===== src/rtl/iram_loader_if.sv =====
// Loader bus: UART byte stream in, IRAM write port and load status out.
// The master drives the byte stream; the slave (the loader) drives the rest.
interface iram_loader_if #(
    parameter int WIDTH          = 16,
    parameter int IRAM_ADDR_BITS = 8
);
    logic [7:0]                rx_data;
    logic                      rx_valid;
    logic [IRAM_ADDR_BITS-1:0] iram_wa;
    logic                      iram_wen;
    logic [WIDTH-1:0]          iram_din;
    logic                      cpu_hold;
    logic                      load_done;
    logic                      load_err;
    logic [IRAM_ADDR_BITS:0]   words_loaded;

    modport master (
        output rx_data, rx_valid,
        input  iram_wa, iram_wen, iram_din, cpu_hold, load_done, load_err, words_loaded
    );

    modport slave (
        input  rx_data, rx_valid,
        output iram_wa, iram_wen, iram_din, cpu_hold, load_done, load_err, words_loaded
    );
endinterface


===== src/rtl/iram_loader.sv =====
// Byte-stream program loader: SYNC / LEN / payload / CSUM framing, big-endian
// word assembly, registered IRAM writes from address 0, CPU hold during load.
module iram_loader #(
    parameter int         WIDTH          = 16,
    parameter int         IRAM_ADDR_BITS = 8,
    parameter logic [7:0] SYNC_BYTE      = 8'hA5,
    parameter int         TIMEOUT_CYCLES = 1000000
) (
    input  logic clk,
    input  logic reset,
    iram_loader_if.slave bus
);
    localparam int BPW = WIDTH / 8;
    localparam int BCW = (BPW > 1) ? $clog2(BPW) : 1;
    localparam int GW  = $clog2(TIMEOUT_CYCLES + 1);

    localparam logic [BCW-1:0] BCNT_LAST = BCW'(BPW - 1);
    localparam logic [BCW-1:0] BCNT_ONE  = BCW'(1);
    localparam logic [GW-1:0]  GAP_LAST  = GW'(TIMEOUT_CYCLES - 1);
    localparam logic [GW-1:0]  GAP_ONE   = GW'(1);
    localparam logic [31:0]    DEPTH     = 32'(1) << IRAM_ADDR_BITS;
    localparam logic [IRAM_ADDR_BITS:0] WORD_ONE = (IRAM_ADDR_BITS+1)'(1);

    localparam logic [1:0] S_IDLE = 2'd0;
    localparam logic [1:0] S_LEN  = 2'd1;
    localparam logic [1:0] S_DATA = 2'd2;
    localparam logic [1:0] S_CSUM = 2'd3;

    logic [1:0]                state_q,  state_d;
    logic [BCW-1:0]            bcnt_q,   bcnt_d;
    logic [WIDTH-1:0]          word_q,   word_d;
    logic [7:0]                csum_q,   csum_d;
    logic [7:0]                len_q,    len_d;
    logic [GW-1:0]             gap_q,    gap_d;
    logic                      wen_q,    wen_d;
    logic [IRAM_ADDR_BITS-1:0] wa_q,     wa_d;
    logic [WIDTH-1:0]          din_q,    din_d;
    logic                      hold_q,   hold_d;
    logic                      done_q,   done_d;
    logic                      err_q,    err_d;
    logic [IRAM_ADDR_BITS:0]   words_q,  words_d;

    // Word so far with the incoming byte shifted in at the LS end (MS byte arrives first).
    logic [WIDTH-1:0] asm_word;
    assign asm_word = (word_q << 8) | WIDTH'(bus.rx_data);

    // words_q counts words already written, so it is also the index of the word in flight.
    logic last_byte, last_word, len_ovf;
    assign last_byte = (bcnt_q == BCNT_LAST);
    assign last_word = (32'(words_q) == 32'(len_q));
    assign len_ovf   = (32'(bus.rx_data) + 32'd1) > DEPTH;

    // Frame parser, word assembler, checksum and inter-byte timeout.
    always_comb begin
        state_d = state_q;
        bcnt_d  = bcnt_q;
        word_d  = word_q;
        csum_d  = csum_q;
        len_d   = len_q;
        gap_d   = gap_q;
        wen_d   = 1'b0;
        wa_d    = wa_q;
        din_d   = din_q;
        hold_d  = hold_q;
        done_d  = 1'b0;
        err_d   = err_q;
        words_d = words_q;

        if (state_q == S_IDLE) begin
            gap_d = '0;
            if (bus.rx_valid && bus.rx_data == SYNC_BYTE) begin
                state_d = S_LEN;
                hold_d  = 1'b1;
                err_d   = 1'b0;
                words_d = '0;
                csum_d  = '0;
                bcnt_d  = '0;
            end
        end else if (bus.rx_valid) begin
            gap_d = '0;
            if (state_q == S_LEN) begin
                len_d = bus.rx_data;
                if (len_ovf) begin
                    err_d   = 1'b1;
                    state_d = S_IDLE;
                end else begin
                    csum_d  = csum_q ^ bus.rx_data;
                    bcnt_d  = '0;
                    state_d = S_DATA;
                end
            end else if (state_q == S_DATA) begin
                csum_d = csum_q ^ bus.rx_data;
                word_d = asm_word;
                if (last_byte) begin
                    // Registered write: the pulse appears on the following cycle.
                    bcnt_d  = '0;
                    wen_d   = 1'b1;
                    wa_d    = words_q[IRAM_ADDR_BITS-1:0];
                    din_d   = asm_word;
                    words_d = words_q + WORD_ONE;
                    if (last_word)
                        state_d = S_CSUM;
                end else begin
                    bcnt_d = bcnt_q + BCNT_ONE;
                end
            end else begin
                // CSUM byte: success releases the CPU, failure leaves it held.
                if (bus.rx_data == csum_q) begin
                    done_d = 1'b1;
                    hold_d = 1'b0;
                end else begin
                    err_d = 1'b1;
                end
                state_d = S_IDLE;
            end
        end else if (gap_q == GAP_LAST) begin
            // Line went quiet mid-frame: abort and keep the CPU held.
            err_d   = 1'b1;
            gap_d   = '0;
            state_d = S_IDLE;
        end else begin
            gap_d = gap_q + GAP_ONE;
        end
    end

    // State and output registers; reset clears everything immediately.
    always_ff @(posedge clk or negedge reset) begin
        if (!reset) begin
            state_q <= S_IDLE;
            bcnt_q  <= '0;
            word_q  <= '0;
            csum_q  <= '0;
            len_q   <= '0;
            gap_q   <= '0;
            wen_q   <= 1'b0;
            wa_q    <= '0;
            din_q   <= '0;
            hold_q  <= 1'b0;
            done_q  <= 1'b0;
            err_q   <= 1'b0;
            words_q <= '0;
        end else begin
            state_q <= state_d;
            bcnt_q  <= bcnt_d;
            word_q  <= word_d;
            csum_q  <= csum_d;
            len_q   <= len_d;
            gap_q   <= gap_d;
            wen_q   <= wen_d;
            wa_q    <= wa_d;
            din_q   <= din_d;
            hold_q  <= hold_d;
            done_q  <= done_d;
            err_q   <= err_d;
            words_q <= words_d;
        end
    end

    assign bus.iram_wa      = wa_q;
    assign bus.iram_wen     = wen_q;
    assign bus.iram_din     = din_q;
    assign bus.cpu_hold     = hold_q;
    assign bus.load_done    = done_q;
    assign bus.load_err     = err_q;
    assign bus.words_loaded = words_q;
endmodule


===== src/flat_wrapper.sv =====
// flat-port wrapper written by rule: the top's interface ports become plain ports
module iram_loader_flat 
#(
    parameter int         WIDTH          = 16,
    parameter int         IRAM_ADDR_BITS = 8,
    parameter logic [7:0] SYNC_BYTE      = 8'hA5,
    parameter int         TIMEOUT_CYCLES = 1000000
)
  (clk, reset, bus_rx_data, bus_rx_valid, bus_iram_wa, bus_iram_wen, bus_iram_din, bus_cpu_hold, bus_load_done, bus_load_err, bus_words_loaded);
  iram_loader_if #(.WIDTH(WIDTH), .IRAM_ADDR_BITS(IRAM_ADDR_BITS)) bus_i ();
  input  logic clk;
  input  logic reset;
  input wire logic [$bits(bus_i.rx_data)-1:0] bus_rx_data;
  input wire logic [$bits(bus_i.rx_valid)-1:0] bus_rx_valid;
  output wire logic [$bits(bus_i.iram_wa)-1:0] bus_iram_wa;
  output wire logic [$bits(bus_i.iram_wen)-1:0] bus_iram_wen;
  output wire logic [$bits(bus_i.iram_din)-1:0] bus_iram_din;
  output wire logic [$bits(bus_i.cpu_hold)-1:0] bus_cpu_hold;
  output wire logic [$bits(bus_i.load_done)-1:0] bus_load_done;
  output wire logic [$bits(bus_i.load_err)-1:0] bus_load_err;
  output wire logic [$bits(bus_i.words_loaded)-1:0] bus_words_loaded;
  assign bus_i.rx_data = bus_rx_data;
  assign bus_i.rx_valid = bus_rx_valid;
  assign bus_iram_wa = bus_i.iram_wa;
  assign bus_iram_wen = bus_i.iram_wen;
  assign bus_iram_din = bus_i.iram_din;
  assign bus_cpu_hold = bus_i.cpu_hold;
  assign bus_load_done = bus_i.load_done;
  assign bus_load_err = bus_i.load_err;
  assign bus_words_loaded = bus_i.words_loaded;
  iram_loader #(.WIDTH(WIDTH), .IRAM_ADDR_BITS(IRAM_ADDR_BITS), .SYNC_BYTE(SYNC_BYTE), .TIMEOUT_CYCLES(TIMEOUT_CYCLES)) u_core (.clk(clk), .reset(reset), .bus(bus_i));
endmodule

===== config.mk =====
export PLATFORM = sky130hd
export DESIGN_NAME = iram_loader_flat
export DESIGN_NICKNAME = d
export VERILOG_FILES = /design/src/rtl/iram_loader_if.sv /design/src/rtl/iram_loader.sv /design/src/flat_wrapper.sv
export SDC_FILE = /design/constraint.sdc
export NUM_CORES = 1
export LEC_CHECK = 0
export CORE_MARGIN = 1
export CORE_UTILIZATION = 50
export DETAILED_ROUTE_END_ITERATION = 6
export PLACE_DENSITY = 0.73
export SLEW_MARGIN = 20
export SYNTH_ARGS = -nofsm -noshare
export SYNTH_HDL_FRONTEND = slang
export SYNTH_SLANG_ARGS = --single-unit

===== constraint.sdc =====
create_clock -name clk -period 5.1 [get_ports clk]
set_input_delay 0.51 -clock clk [delete_from_list [all_inputs] [get_ports clk]]
set_output_delay 0.51 -clock clk [all_outputs]
set_load 0.02 [all_outputs]

==> summary.json, run 1 <==
{
  "design.die.area_sq_um": 8070,
  "synth-compound-area-share": 0.0619,
  "hold_viol": 0,
  "detail_route.drc_violations": 0,
  "synth-edff-count": 0,
  "sequential_area_share_after_synthesis": 0.545,
  "chipHeight_um": 89.9,
  "post_synth_simple_gate_area": 0.220,
  "globalRouteTotalUtil": 0.219,
  "cap_viol_max_count": 0,
  "clock_path_buffers": 2,
  "postPlaceCellArea_sq_um": 4400,
  "synthesized_flop_and_latch_total": 84,
  "worstPathRequired_ns": 5.33,
  "max-slew-margin-rel": 0.426,
  "clkSlewWorstSetupHoldPaths_ns": 0.09,
  "synthToLayoutAreaGrowth_pct": 19.3,
  "initial_antenna_violation_count": 0,
  "synth_area_per_cell_sq_um": 10.1,
  "post-cts-setup-buffer-count": 0,
  "synthFlopType": "dfrtp_1",
  "yosys-top-cells-count": "87 x nand2_1, 84 x dfrtp_1, 24 x nor2_1, 24 x xor2_1, 16 x mux2_2",
  "postLayoutCellArea_sq_um": 4600,
  "drt.antenna.violating_nets": 0,
  "setup_viol": 0,
  "finalCoreUtilization": 0.625,
  "yosysWarningCount": 0,
  "totalPowerFinal_mw": 2.06,
  "synth-async-reset-ratio": 1.00,
  "grt_first_pass_wirelength_mm": 14.0,
  "yosys.area.top_type": "dfrtp_1",
  "placeableCoreArea_sq_um": 7370,
  "postSynthCellCount": 381,
  "antenna_cells": 0,
  "average_via_count_per_standard_cell": 5.38,
  "number_of_optimization_iterations_in_the_first_detailed_route_pass": 4,
  "cts.sinks": 84,
  "fmax_mhz": 401,
  "leakagePower_nw": 2.13,
  "net_count_final": 437,
  "final.setup.worst_slack_ns": 2.61,
  "row_count": 31,
  "ctsRootBufferMaster": "clkbuf_8",
  "rsz_0062_raised_after_global_routing": "false",
  "combinational_family_with_the_most_area_after_synthesis": "simple AND/OR/NAND/NOR gates",
  "htree_levels": 3,
  "synth_xor_area_frac": 0.0772,
  "yosysTopAreaCellShare": 0.545,
  "worstPathArrival_ns": 2.72,
  "dp_slack_ns": 2.20,
  "number_of_buffers_added_to_fix_hold_violations_after_cts": 0,
  "portion_of_netlist_area_occupied_by_mux_cells": 0.0649,
  "final.fill_count": 606,
  "insertion_delay_ns": 0.36,
  "layoutNonFillerInstCount": 528,
  "synth_area_in_adders": 0.00649,
  "setup_total_negative_slack_ns": 0,
  "finalWeightedCongestion": 0.713,
  "critical_path.max_fanout": 19,
  "place_hpwl_mm": 5.45,
  "fin_hold_ws_ns": 0.194,
  "postCtsResizedCells": 0,
  "layout-drive-gt1-share": 0.0956,
  "floorplan.io_pins": 48,
  "worst_setup_path_end_kind": "flip-flop",
  "cts_tree": "done",
  "synth.cell_area_sq_um": 3860,
  "numCtsBuffers": 9,
  "worstMarginPinSlew_ns": 0.862,
  "drt-total-wl_mm": 8.15,
  "timing.hold.worst.class": "in -> async",
  "finalClockSkew_ns": 0.0120,
  "worst-setup-path-type": "in -> reg",
  "grt_pass1_vias": 2779,
  "fraction_of_the_cycle_the_final_worst_path_needs": 0.489,
  "grt_max_degree": 85,
  "floorplan.initialDensity": 0.524,
  "ir_drop_v": 0.000199,
  "placedCellCount": 512,
  "mappedNetlistNets": 394,
  "die_w_um": 89.9,
  "cp-start-kind": "input port",
  "vias": 2843,
  "synth.top_cells.by_area": "dfrtp_1 54%, nand2_1 8.5%, xor2_1 5.4%, mux2_2 4.7%, nor2_1 2.3%",
  "detailedRoute.firstIterationViolations": 183,
  "io_buffers": 47,
  "slew_limit_fails": 0,
  "final_period_minus_worst_setup_slack_ns": 2.49,
  "synth_most_common_cell": "nand2_1",
  "power_density_nw_per_um2": 448,
  "grt.overflow.total": 0,
  "routedWlPerCell_um": 15.4,
  "outcome": "completed",
  "synth_cell_types": 43
}
-- power by group --
part	leakage, nW	internal, mW	total (mW)	switching (mW)
Combinational	0.920	0.302	0.600	0.298
Clock	0.0958	0.229	0.479	0.251
Sequential	1.11	0.840	0.982	0.142
-- cells in the final DEF (no fill, tap or decap), types with 4 or more instances in the layout --
| cell | instances |
|---|---|
| clkbuf_8 | 9 |
| o2bb2ai_1 | 5 |
| or4_1 | 4 |
| nor2_1 | 24 |
| nor4_1 | 5 |
| nand2_1 | 87 |
| a21oi_1 | 12 |
| inv_1 | 7 |
| xor2_1 | 24 |
| o21ai_0 | 9 |
| clkdlybuf4s50_1 | 46 |
| mux2_2 | 16 |
| mux2i_1 | 7 |
| and3_1 | 5 |
| nand4_1 | 11 |
| nand3_1 | 8 |
| dfrtp_1 | 84 |
| xnor2_1 | 10 |
| nand2b_1 | 7 |
| nor3_1 | 4 |
-- critical path, cell delays in order --
cell             delay [ns]
clkdlybuf4s50_1        0.56
nor4b_1                0.50
and4b_1                0.78
mux2i_1                0.19
o2bb2ai_1              0.17
-- final cells by class --
class / count / area (sq um) / share of cell area
repair buffers: 49 / 487 / 0.106
multi-input cells: 273 / 1670 / 0.362
well taps: 99 / 124 / 0.0269
flip-flops and latches: 84 / 2100 / 0.457
clock inverters: 7 / 76.3 / 0.0166
clock buffers: 9 / 124 / 0.0269
inverters: 7 / 26.3 / 0.00571
-- path summary, 6_finish.rpt --
kind	startpoint	end	slack, ns	depth (start not counted)
hold / removal	reset	u_core.bus.iram_wa[0]$_DFFE_PN0P_	0.19	1
setup / recovery	bus_rx_data[4]	u_core.csum_q[0]$_DFFE_PN0P_	2.61	5
min in group clk	u_core.word_q[1]$_DFFE_PN0P_	u_core.bus.iram_din[9]$_DFFE_PN0P_	0.47	2
setup reg to reg	u_core.gap_q[0]$_DFF_PN0_	u_core.gap_q[18]$_DFF_PN0_	2.90	5
max in group asynchronous	reset	u_core.csum_q[1]$_DFFE_PN0P_	4.39	1
hold reg to reg	u_core.word_q[1]$_DFFE_PN0P_	u_core.bus.iram_din[9]$_DFFE_PN0P_	0.47	2
-- sequential cells by signal (all words and copies together) (netlist names) --
signal / flops
u_core.bcnt_q: 1
u_core.bus.cpu_hold: 1
u_core.bus.iram_din: 16
u_core.bus.iram_wa: 8
u_core.bus.iram_wen: 1
u_core.bus.load_done: 1
u_core.bus.load_err: 1
u_core.bus.words_loaded: 9
u_core.csum_q: 8
u_core.gap_q: 20
u_core.len_q: 8
u_core.state_q: 2
u_core.word_q: 8
-- metal layers --
metal  GRT usage  up-vias  part of all wire
met5           0        -                 0
met4      0.0901        0             0.018
met3      0.0338       12             0.032
met2       0.336       52              0.47
met1       0.312     1392              0.48
li1            -     1387                 -
-- cell families after synthesis --
| family | Yosys count |
|---|---|
| compound gates | 38 |
| mux | 23 |
| xor+xnor | 34 |
| flops | 84 |
| buf+inv | 24 |
| simple gates | 176 |
| fa+ha+maj | 2 |
No activity file was read; power rests on OpenSTA's default activity.
==> run 2: changes to the inputs <==
Clock period 5.1 ns to 2.35 ns, I/O delays scaled along.
==> run 2 against run 1 <==
  * Total power grew 110%
  * Register-to-register slack lost 2.7 ns
  * Core utilization grew 1.3 points
  * Via count grew 2.0%
  * Critical path depth is the same
  * Final area grew 2.0%
  * Combinational power grew 120%
  * Flip-flop and latch count is the same
  * Setup slack lost 2.4 ns
  * Sequential share of layout area shrank 0.90 points
==> summary.json, run 2 (synthesis results as in run 1) <==
{
  "outcome": {"value": "completed", "change": "unchanged"},
  "layout_common_cells": {"value": "87 x nand2_1, 84 x dfrtp_1, 46 x clkdlybuf4s50_1", "change": "unchanged"},
  "worstPathArrival": {"value": 2.46, "unit": "ns", "change": "was 2.72 ns"},
  "insertion_delay": {"value": 0.35, "unit": "ns", "change": "was 0.36 ns"},
  "design.die.area": {"value": 8070, "unit": "sq um", "change": "unchanged"},
  "finalCoreUtilization": {"value": 0.637, "change": "was 0.625"},
  "ir_drop": {"value": 0.000465, "unit": "V", "change": "was 0.000199 V"},
  "rsz_0062_raised_after_global_routing": {"value": "false", "change": "unchanged"},
  "floorplan.initialDensity": {"value": 0.524, "change": "unchanged"},
  "worstMarginPinSlew": {"value": 0.686, "unit": "ns", "change": "was 0.862 ns"},
  "timing.hold.worst.class": {"value": "in -> async", "change": "unchanged"},
  "postPlaceCellArea": {"value": 4490, "unit": "sq um", "change": "was 4400 sq um"},
  "vias": {"value": 2899, "change": "was 2,843"},
  "cap_viol_max_count": {"value": 0, "change": "unchanged"},
  "net_count_final": {"value": 451, "change": "was 437"},
  "dp_slack": {"value": 0.181, "unit": "ns", "change": "was 2.20 ns"},
  "row_count": {"value": 31, "change": "unchanged"},
  "ctsRootBufferMaster": {"value": "clkbuf_8", "change": "unchanged"},
  "setup_viol": {"value": 0, "change": "unchanged"},
  "cp-start-kind": {"value": "flip-flop", "change": "was input port"},
  "io_buffers": {"value": 47, "change": "unchanged"},
  "largest_register_ffs": {"value": 20, "change": "unchanged"},
  "layoutNonFillerInstCount": {"value": 542, "change": "was 528"},
  "clock_path_buffers": {"value": 2, "change": "unchanged"},
  "totalPowerFinal": {"value": 4.42, "unit": "mW", "change": "was 2.06 mW"},
  "final.setup.worst_slack": {"value": 0.171, "unit": "ns", "change": "was 2.61 ns"},
  "postLayoutCellArea": {"value": 4700, "unit": "sq um", "change": "was 4600 sq um"},
  "cts_tree": {"value": "done", "change": "unchanged"},
  "placedCellCount": {"value": 525, "change": "was 512"},
  "max-slew-margin-rel": {"value": 0.542, "change": "was 0.426"},
  "power_density": {"value": 941, "unit": "nW/um^2", "change": "was 448 nW/um^2"},
  "postCtsResizedCells": {"value": 0, "change": "unchanged"},
  "finalClockSkew": {"value": 0.00340, "unit": "ns", "change": "was 0.0120 ns"},
  "chipHeight": {"value": 89.9, "unit": "um", "change": "unchanged"},
  "grt_max_degree": {"value": 39, "change": "was 85"},
  "antenna_cells": {"value": 0, "change": "unchanged"},
  "worst-r2r-cell-count": {"value": 5, "change": "unchanged"},
  "most_common_library_cell_in_the_layout_ignoring_fill_and_taps": {"value": "nand2_1", "change": "unchanged"},
  "fmax_mhz": 459,
  "layout-drive-gt1-share": {"value": 0.117, "change": "was 0.0956"},
  "detail_route.drc_violations": {"value": 0, "change": "unchanged"},
  "critical_path.max_fanout": {"value": 7, "change": "was 19"},
  "clkSlewWorstSetupHoldPaths": {"value": 0.08, "unit": "ns", "change": "was 0.09 ns"},
  "number_of_optimization_iterations_in_the_first_detailed_route_pass": {"value": 4, "change": "unchanged"},
  "fraction_of_the_cycle_the_final_worst_path_needs": 0.927,
  "finalWeightedCongestion": {"value": 0.759, "change": "was 0.713"},
  "fin_hold_ws": {"value": 0.396, "unit": "ns", "change": "was 0.194 ns"},
  "hold_viol": {"value": 0, "change": "unchanged"},
  "synthToLayoutAreaGrowth": {"value": 21.7, "unit": "%", "change": "was 19.3%"},
  "floorplan.io_pins": {"value": 48, "change": "unchanged"},
  "setup_total_negative_slack": {"value": 0, "unit": "ns", "change": "unchanged"},
  "slew_limit_fails": {"value": 0, "change": "unchanged"},
  "globalRouteTotalUtil": {"value": 0.214, "change": "was 0.219"},
  "worst_setup_path_end_kind": {"value": "flip-flop", "change": "unchanged"},
  "regToRegEndpoint": {"value": "u_core.gap_q[18]$_DFF_PN0_", "change": "unchanged"},
  "final.fill_count": {"value": 611, "change": "was 606"},
  "final_period_minus_worst_setup_slack_ns": 2.18,
  "grt.overflow.total": {"value": 0, "change": "unchanged"},
  "worst-setup-path-type": {"value": "reg -> reg", "change": "was in -> reg"},
  "worstPathRequired": {"value": 2.63, "unit": "ns", "change": "was 5.33 ns"},
  "htree_levels": {"value": 3, "change": "unchanged"},
  "drt.antenna.violating_nets": {"value": 0, "change": "unchanged"},
  "rr_startpoint": {"value": "u_core.gap_q[0]$_DFF_PN0_", "change": "unchanged"},
  "timing.critical_path.from": {"value": "u_core.gap_q[0]$_DFF_PN0_", "change": "was bus_rx_data[4]"},
  "initial_antenna_violation_count": {"value": 0, "change": "unchanged"},
  "drt-total-wl": {"value": 7.97, "unit": "mm", "change": "was 8.15 mm"},
  "grt_pass1_vias": {"value": 2805, "change": "was 2,779"},
  "detailedRoute.firstIterationViolations": {"value": 181, "change": "was 183"},
  "leakagePower": {"value": 2.18, "unit": "nW", "change": "was 2.13 nW"},
  "placeableCoreArea": {"value": 7370, "unit": "sq um", "change": "unchanged"},
  "numCtsBuffers": {"value": 9, "change": "unchanged"},
  "average_via_count_per_standard_cell": {"value": 5.35, "change": "was 5.38"},
  "place_hpwl": {"value": 5.56, "unit": "mm", "change": "was 5.45 mm"},
  "cts.sinks": {"value": 84, "change": "unchanged"},
  "worst_setup_path_endpoint": {"value": "u_core.gap_q[18]$_DFF_PN0_", "change": "was u_core.csum_q[0]$_DFFE_PN0P_"},
  "largest-register": {"value": "u_core.gap_q", "change": "unchanged"},
  "die_w": {"value": 89.9, "unit": "um", "change": "unchanged"},
  "reg2reg_slack": {"value": 0.17, "unit": "ns", "change": "was 2.90 ns"},
  "routedWlPerCell": {"value": 14.7, "unit": "um", "change": "was 15.4 um"},
  "grt_first_pass_wirelength": {"value": 13.5, "unit": "mm", "change": "was 14.0 mm"}
}
[run 2: changes by cell type in the layout (fill, tap and decap cells not counted), sizes merged]
cell,change
buf,+13
clkbuf,+1
clkinv,-2
clkinvlp,+2
dlygate4sd3,+1
inv,-1
[run 2: layout make-up]
| type | count | area [sq um] | share of cell area |
|---|---|---|---|
| timing repair buffer | 63 | 591 | 0.126 |
| clock buffer | 10 | 128 | 0.0272 |
| multi-input combinational | 273 | 1660 | 0.354 |
| sequential | 84 | 2100 | 0.448 |
| clock inverter | 6 | 65.1 | 0.0139 |
| tap | 99 | 124 | 0.0264 |
| inverter | 7 | 26.3 | 0.00559 |
[run 2: repair_timing]
action / in CTS / in global routing
hold endpoints to repair: 36 / 0
setup buffers: 0 / 0
hold buffers: 1 / 0
endpoints found under the setup margin: 0 / 0
[run 2: layer usage]
layer | wire [um] | vias up | track usage
li1 | - | 1407 | -
met1 | 3890 | 1433 | 0.300
met2 | 3740 | 52 | 0.331
met3 | 247 | 7 | 0.0355
met4 | 97 | 0 | 0.0901
met5 | 0 | - | 0
[run 2: critical path: stages, from the launching register on]
cell     delay (ns)
dfrtp_1        0.40
ha_1           0.25
nand4_1        0.13
or4_1          0.67
or4_1          0.51
a21oi_1        0.15
[run 2: report_power, final]
part           switching, mW  total (mW)  internal [mW]
clock                  0.514        1.00          0.489
combinational          0.633        1.30          0.670
sequential             0.293        2.12           1.82
total                   1.44        4.42           2.98
[run 2: how the worst min path moves through the flow]
stage               slack (ns)                      endpoint   from  cells after the start
CTS                       0.41    u_core.gap_q[12]$_DFF_PN0_  reset                      2
global placement          0.23    u_core.gap_q[12]$_DFF_PN0_  reset                      1
finish                    0.40    u_core.gap_q[17]$_DFF_PN0_  reset                      2
global route              0.44  u_core.csum_q[7]$_DFFE_PN0P_  reset                      2
detailed placement        0.24    u_core.gap_q[12]$_DFF_PN0_  reset                      1
floorplan                -0.06     u_core.bcnt_q$_DFFE_PN0P_  reset                      0
==> run 3: changes to the inputs <==
Settings changed: CAP_MARGIN from default to 15.
==> results of run 3 <==
Same layout as run 2: the final DEF is identical, and so are final timing and power.
